--- config.mk ---
export PLATFORM = sky130hd
export DESIGN_NAME = ca_row_updater
export DESIGN_NICKNAME = d
export VERILOG_FILES = /design/src/rtl/ca_pkg.sv /design/src/rtl/ca_row_updater.sv
export SDC_FILE = /design/constraint.sdc
export NUM_CORES = 1
export LEC_CHECK = 0
export ABC_AREA = 1
export CAP_MARGIN = 20
export CORE_MARGIN = 2
export CORE_UTILIZATION = 47
export DETAILED_ROUTE_END_ITERATION = 8
export PLACE_DENSITY = 0.74
export SYNTH_ARGS = -nofsm -noshare
export SYNTH_HDL_FRONTEND = slang
export SYNTH_SLANG_ARGS = --single-unit
--- constraint.sdc ---
create_clock -name clk -period 2.6 [get_ports clk]
set_clock_uncertainty 0.15 [all_clocks]
set_input_delay 0.26 -clock clk [delete_from_list [all_inputs] [get_ports clk]]
set_output_delay 0.26 -clock clk [all_outputs]
set_load 0.01 [all_outputs]
--- src/rtl/ca_pkg.sv ---
// ca_pkg: rule-signal codes, updater FSM states and the per-cell code application function.
// Shared by the per-cell signal generation logic and the row updater.
package ca_pkg;
  localparam logic [1:0] SIG_HOLD = 2'b00;
  localparam logic [1:0] SIG_CLR  = 2'b01;
  localparam logic [1:0] SIG_SET  = 2'b10;
  localparam logic [1:0] SIG_BAD  = 2'b11;
  typedef enum logic [1:0] {ST_IDLE, ST_APPLY, ST_COMMIT} state_t;
  function automatic logic apply_sig(input logic old_bit, input logic [1:0] code);
    return code == SIG_CLR ? 1'b0 : code == SIG_SET ? 1'b1 : old_bit;
  endfunction
endpackage

--- src/rtl/ca_row_updater.sv ---
// ca_row_updater: applies serially delivered per-cell rule codes to a shadow row and commits it atomically.
// Ports: clk/rst (async active-high); load/load_data seed the row in IDLE; start begins a generation;
// abort cancels it; sig_valid/signal/sig_ready is the per-cell code handshake for cell cur_idx;
// row_state is the committed row; busy, done (one-cycle pulse), gen_count and sticky err report status.
module ca_row_updater
  import ca_pkg::*;
#(
  parameter int WIDTH = 16,
  parameter int GEN_W = 16,
  localparam int IDX_W = $clog2(WIDTH)
) (
  input  logic             clk,
  input  logic             rst,
  input  logic             load,
  input  logic [WIDTH-1:0] load_data,
  input  logic             start,
  input  logic             abort,
  input  logic             sig_valid,
  input  logic [1:0]       signal,
  output logic             sig_ready,
  output logic [IDX_W-1:0] cur_idx,
  output logic [WIDTH-1:0] row_state,
  output logic             busy,
  output logic             done,
  output logic [GEN_W-1:0] gen_count,
  output logic             err
);
  state_t           state_q, state_d;
  logic [WIDTH-1:0] row_q, row_d, shadow_q, shadow_d;
  logic [IDX_W-1:0] idx_q, idx_d;
  logic [GEN_W-1:0] gen_q, gen_d;
  logic             done_q, done_d, err_q, err_d, last;
  assign last = idx_q == IDX_W'(WIDTH - 1);
  always_comb begin
    state_d  = state_q;
    row_d    = row_q;
    shadow_d = shadow_q;
    idx_d    = idx_q;
    gen_d    = gen_q;
    err_d    = err_q;
    done_d   = 1'b0;
    if (state_q == ST_IDLE) begin
      if (load) begin
        row_d = load_data;
        err_d = 1'b0;
      end else if (start) begin
        shadow_d = row_q;
        idx_d    = '0;
        state_d  = ST_APPLY;
      end
    end else if (abort) begin
      // abort wins over a same-cycle transfer or commit
      state_d = ST_IDLE;
      idx_d   = '0;
    end else if (state_q == ST_APPLY) begin
      if (sig_valid) begin
        shadow_d[idx_q] = apply_sig(shadow_q[idx_q], signal);
        err_d   = err_q | (signal == SIG_BAD);
        idx_d   = last ? '0 : idx_q + 1'b1;
        state_d = last ? ST_COMMIT : ST_APPLY;
      end
    end else begin
      row_d   = shadow_q;
      gen_d   = gen_q + 1'b1;
      done_d  = 1'b1;
      state_d = ST_IDLE;
    end
  end
  always_ff @(posedge clk or posedge rst) begin
    if (rst) begin
      state_q  <= ST_IDLE;
      row_q    <= '0;
      shadow_q <= '0;
      idx_q    <= '0;
      gen_q    <= '0;
      done_q   <= 1'b0;
      err_q    <= 1'b0;
    end else begin
      state_q  <= state_d;
      row_q    <= row_d;
      shadow_q <= shadow_d;
      idx_q    <= idx_d;
      gen_q    <= gen_d;
      done_q   <= done_d;
      err_q    <= err_d;
    end
  end
  assign sig_ready = state_q == ST_APPLY;
  assign busy      = state_q != ST_IDLE;
  assign cur_idx   = idx_q;
  assign row_state = row_q;
  assign gen_count = gen_q;
  assign done      = done_q;
  assign err       = err_q;
endmodule

* Word-level counts from Yosys, hierarchy flattened
Index checks and enable logic that the tools add are counted.
** Cells by class
- Add/subtract/negate cells :: 2
- Multiply operators :: 0
- Divide/modulo/power cells :: 0
- $lt $le $gt $ge :: 2
- Equality and inequality tests :: 11
- Shifts and indexed selects :: 0
- Mux-type cells :: 39
- Bitwise operators :: 4
- Reductions and logical operators :: 13
** Operator list (count)
- $mux 16 :: 10
- $mux 4 :: 7
- $add 16x1->16 const B :: 1
- $bwmux 16 :: 1
- $mux 2 :: 7
- $mux 1 :: 12
- $reduce_and 3->1 :: 3
- $reduce_and 4->1 :: 2
- $ne 2x2->1 const B :: 3
- $reduce_bool 2->1 :: 3
- $reduce_bool 3->1 :: 2
- $lt 4x5->1 const B :: 1
- $reduce_and 5->1 :: 1
- $add 4x1->4 const B :: 1
- $bmux 1 s4 :: 1
- $demux 1 s4 :: 1
- $eq 2x1->1 const B :: 2
- $eq 2x2->1 const B :: 2
- $eq 4x4->1 const B :: 1
- $ge 4x1->1 const B :: 1
- $ne 2x1->1 const B :: 2
- $ne 4x3->1 const B :: 1
- $not 1->1 :: 3
- $logic_not 2->1 :: 1
- 2 further kinds :: 2
** Word-level totals
- Flip-flop bits (word level) :: 56
- Latch bits :: 0
- Memory bits (writable) :: 0
- Bits in read-only memories :: 0
- Word-level logic and storage cells :: 78
- Memories kept :: 0

* Longest topological paths before layout
- Word-level depth :: 9
- Mapped depth :: 11

* Least setup slack after synthesis
OpenSTA, ideal clock, no wires.
- Path kind :: register to register
- Start :: register idx_q[0] (netlist: cur_idx[0])
- End :: register shadow_q[0]
- Setup time :: 122 ps
- Arrival :: 1391 ps
- Data required time :: 2328 ps
- Slack :: 937 ps
- Stages on the path, launching flop included :: 11
- Period minus slack after synthesis :: 1663 ps
- Path through :: dfrtp_1 buf_4 nor2_1 nor2_1 nand2_1 o21ai_1 a21oi_1 nand2_2 buf_4 nand3_1 a21oi_1
** Between the ends
- Cells in the longest elaborated chain, start to end :: 9
- Elaborated cells between the ends (all ways) :: 14
** RTL lines
- start: declaration :: RTL line ca_row_updater.sv:30 : logic [IDX_W-1:0] idx_q, idx_d;
- start signal: assignment :: RTL line ca_row_updater.sv:82 : idx_q <= idx_d;
- $lt 4x5->1 (not written as such), or another cell as far along :: RTL line ca_row_updater.sv:57 : shadow_d[idx_q] = apply_sig(shadow_q[idx_q], signal);
- $logic_and 1x1->1 (not written as such) / $mux 1 (equally long branches) :: RTL line ca_row_updater.sv:57
- $mux 1, on equally long branches :: RTL line ca_row_updater.sv:57, ca_pkg.sv:10
- $demux 1 s4 / $mux 1 (equally long branches) :: RTL line ca_row_updater.sv:57, ca_pkg.sv:10
- $bwmux 16 * :: RTL line ca_row_updater.sv:57
- $mux 16 * :: RTL line ca_row_updater.sv:56 : if (sig_valid) begin
- $mux 16 * :: RTL line ca_row_updater.sv:55 : end else if (state_q == ST_APPLY) begin
- $mux 16 * :: RTL line ca_row_updater.sv:51 : end else if (abort) begin
- $mux 16 * :: RTL line ca_row_updater.sv:42 : if (state_q == ST_IDLE) begin
- end signal: assignment :: RTL line ca_row_updater.sv:81 : shadow_q <= shadow_d;
- end: declaration :: RTL line ca_row_updater.sv:29 : logic [WIDTH-1:0] row_q, row_d, shadow_q, shadow_d;
Every way passes the cells marked *; elsewhere a longest branch is shown, timed or not. The select of a mux whose other input is x is not followed.
A chain may end at the register's enable or synchronous reset.

* Worst setup path after layout
- Start :: register state_q[1]
- End :: output busy
** Between the ends
- Cells in the longest elaborated chain, start to end :: 1
** RTL lines
- start: declaration :: RTL line ca_row_updater.sv:28 : state_t state_q, state_d;
- start signal: assignment :: RTL line ca_row_updater.sv:79 : state_q <= state_d;
- $reduce_bool 2->1 :: RTL line ca_row_updater.sv:89 : assign busy = state_q != ST_IDLE;
- end: declaration :: RTL line ca_row_updater.sv:23 : output logic busy,
Every way passes these cells.

==> summary.md <==
| Metric | Value |
|---|---|
| Run status | completed |
| P per Cell Area | slightly below 1000 mW/mm2 |
| Die height | 87.2 um |
| DRC violations left | 0 |
| Wire length of the first global-routing pass | 13.3 mm |
| Dpl cell area | roughly 0.0040 mm2 |
| Average vias per placed instance | 5.31 |
| Post-synthesis sequential area ratio | 43.0% |
| Area of the core region | 0.00676 mm2 |
| Maximum fanout encountered on the critical timing path | 32 |
| Number of buffers inserted by hold repair at cts | 0 |
| Number of optimization iterations in the first detailed-route pass | 4 |
| Post CTS Setup Buffer Count | 0 |
| Drt first-iter violations | 192 |
| Max Cap Viol | 0 |
| Aggregate global routing overflow | 0 |
| Antenna violations before repair | 0 |
| Clock input transition at the sequential cells of the worst setup and hold paths | 100 ps |
| Post-synthesis instance total | 426 |
| DR vias | 3,013 |
| Kind of path behind the tightest hold check | input pin to async pin |
| Nature of the critical path startpoint | register |
| Worst Max-Slew Pin Slew | 718 ps |
| IO Port Bufs | 63 |
| Final standard cell utilization of the core | 60.2% |
| Cell taking the most area after synthesis | sky130_fd_sc_hd__dfrtp_1 |
| Count of cell types in the netlist | 33 |
| Final Wtd Congestion | a little under 0.9 |
| Destination of the worst register-to-register timing path | shadow_q[14] |
| Final sum of negative setup slack | 0 ps |
| Width of the die | about 87 um |
| Crit path largest cell delay | roughly 600 ps |
| Critical Path AT | 1820 ps |
| Number of global-route vias before repair | ~2,800 |
| Number of nets with antenna violations after routing | 0 |
| Clk_lat worst skew | 320 ps |
| Root Buffer Master | sky130_fd_sc_hd__clkbuf_8 |
| VDD IR-drop max | 0.000495 V |
| I/O pin count | between 60 and 70 |
| Nets in the synthesized netlist | 455 |
| Layout cell share with drive strength beyond 1 | under 10% |
| Buffer and inverter count on the worst path | 3 |
| Warnings from Yosys | 0 |
| Number of H-tree levels | 2 |
| Max Root-Sink Buffers | 2 |
| Post-synthesis async set-or-reset flop share | 100% |
| Cell type of the slowest stage on the worst timing path | sky130_fd_sc_hd__clkdlybuf4s50_1 |
| Fraction of synthesized cell area taken by the top area cell type | 43.0% |
| Unrepaired setup endpoints after global routing | no |
| Area of the die | 0.00761 mm2 |
| R2R depth | 9 |
| Cell-by-cell listing of the critical path | nor2_4 -> inv_2 -> buf_4 -> clkdlybuf4s50_1 |
| Cell area after synthesis | 0.00326 mm2 |
| Number of flip-flops and latches in the synthesized netlist | 56 |
| Share of the cycle needed by the critical path after routing | 85.8% |
| Slack of the worst reg-to-reg path | around 700 ps |
| Max_slew headroom | 52.1% |
| Critical Setup Path Class | register to output port |
| Kind of cell adding the most delay to the critical path | buffers and inverters |
| Worst path required time | approximately 2200 ps |
| Area growth syn-to-layout | 25.0% |
| Final Hold Vio Count | 0 |
| Mean instance size in the synthesized netlist | 7.64 um2 |
| TritonCTS buffer count | 5 |
| Routed Wire Length | between 7 and 8 mm |
| Max Freq | approximately 450 MHz |
| Post-cts sizing count | 0 |
| Most frequent standard cell in the layout excluding fill and tap cells | sky130_fd_sc_hd__nand2_1 |
| Max Transition Viols Final | 0 |
| Routed WL per cell | 13.7 um |
| Detailed placement HPWL | roughly 5.5 mm |
| Kind of capture point of the worst setup path | output port |
| P_leak | 1.87 nW |
| Leading post-synthesis cells by cell area | sky130_fd_sc_hd__dfrtp_1 (43%), sky130_fd_sc_hd__nand2_1 (10%), sky130_fd_sc_hd__a21oi_1 (8.0%) |
| Antenna cell count | 0 |
| TritonCTS clock tree | built |
| Min Clock Period, post-route | 2230 ps |
| Largest net degree at the start of global routing | 50 |
| Commonest non-fill, non-tap cells in the layout | sky130_fd_sc_hd__nand2_1 (87), sky130_fd_sc_hd__clkdlybuf4s50_1 (63), sky130_fd_sc_hd__dfrtp_1 (56) |
| Sink Count | between 50 and 60 |
| Synth Flop Type | sky130_fd_sc_hd__dfrtp_1 |
| EDFF count, synth | 0 |
| Count of standard-cell rows | 30 |
| Finish-stage setup viols | 0 |
| Final Instance Area | 0.00407 mm2 |
| Start of the worst register-to-register path | cur_idx[0] |
| All-layer global routing usage | 21.8% |
| Initial standard-cell utilization of the core | 48.2% |
| Post-layout net count | ~500 |
## area by class of cell
| cell class | count | area, um2 |
|---|---|---|
| clock buffers | 6 | 72.6 |
| clock inverters | 2 | 35.0 |
| fillers | 609 | 2690 |
| inverters | 46 | 175 |
| multi-input cells | 307 | 1590 |
| flip-flops and latches | 56 | 1400 |
| well taps | 80 | 100 |
| repair buffers | 70 | 696 |
## power by group
part	total (mW)	internal [mW]	leakage (nW)	switching, mW
combinational	1.95	0.798	1.14	1.15
clock	0.573	0.286	0.0552	0.286
sequential	1.43	1.16	0.674	0.268
## logic make-up (layout without fill, tap and decap cells)
group,count (synthesis),in the layout,synth area share [%]
adder cells (fa/ha/maj),5,5,1.92
XOR/XNOR,13,13,3.50
buffers and inverters,63,124,8.11
AO/OA/AOI/OAI,91,91,14.9
flip-flops,56,56,43.0
AND/OR/NAND/NOR,198,198,28.5
## per-layer routing
layer | up-vias | share of wire [%] | GRT usage (%)
li1 | 1521 | - | -
met1 | 1405 | 45 | 30.6
met2 | 80 | 48 | 35.3
met3 | 7 | 5.4 | 3.89
met4 | 0 | 0.89 | 4.90
met5 | - | 0 | 0
## worst reg2reg max path, cell delays in order (launching register included)
cell and delay (ps):
sky130_fd_sc_hd__dfrtp_1 540, sky130_fd_sc_hd__buf_4 220, sky130_fd_sc_hd__nor2_1 50, sky130_fd_sc_hd__nor2_1 80, sky130_fd_sc_hd__nand2_1 50, sky130_fd_sc_hd__o21ai_1 80, sky130_fd_sc_hd__a21oi_1 90, sky130_fd_sc_hd__nand2_2 270
sky130_fd_sc_hd__nand3_1 140, sky130_fd_sc_hd__a21oi_1 160
## registers in the layout, summed over array words and instances (netlist names)
| register | cells |
|---|---|
| gen_count | 16 |
| row_state | 16 |
| shadow_q | 16 |
| cur_idx | 4 |
| state_q | 2 |
| done | 1 |
| err | 1 |
## worst max path at each step
stage / start / to / slack, ps / cells after the start
after global routing: state_q[1] / busy / 280 / 4
final: state_q[1] / busy / 370 / 4
after CTS: state_q[1] / busy / 360 / 4
after detailed placement: abort / shadow_q[15] / 350 / 9
after floorplan: rst / cur_idx[0] / 820 / 1
after global placement: abort / shadow_q[15] / 450 / 9
## through the flow
stage / setup slack, ps / power, mW / cells / hold WS (ps)
2_1_floorplan: 819 / 2.71 / 426 / 183
3_3_place_gp: 451 / 3.33 / 559 / 309
3_5_place_dp: 355 / 3.39 / 559 / 315
4_1_cts: 360 / 3.97 / 567 / 85.4
5_1_grt: 281 / 4.31 / 567 / 99.2
6_report: 370 / 3.95 / 567 / 78.6
## synth_stat cells (2+ instances only)
master                     number
sky130_fd_sc_hd__dfrtp_1       56
sky130_fd_sc_hd__nor2_1        46
sky130_fd_sc_hd__buf_2          8
sky130_fd_sc_hd__and2_1         2
sky130_fd_sc_hd__inv_2          5
sky130_fd_sc_hd__nor3_1        10
sky130_fd_sc_hd__nor3_4         2
sky130_fd_sc_hd__ha_1           5
sky130_fd_sc_hd__a31oi_1       17
sky130_fd_sc_hd__nand2_1       87
sky130_fd_sc_hd__xnor2_1        2
sky130_fd_sc_hd__o21ai_1        3
sky130_fd_sc_hd__o21ai_0       16
sky130_fd_sc_hd__nand3_1       27
sky130_fd_sc_hd__inv_1         40
sky130_fd_sc_hd__clkbuf_1       5
sky130_fd_sc_hd__nor2_2         4
sky130_fd_sc_hd__nand2_2        5
sky130_fd_sc_hd__nand4_1        5
sky130_fd_sc_hd__xor2_1        11
sky130_fd_sc_hd__a21oi_1       52
sky130_fd_sc_hd__nand3_2        2
sky130_fd_sc_hd__nor2_4         3
sky130_fd_sc_hd__buf_4          4
(Power assumes the default switching activity.)
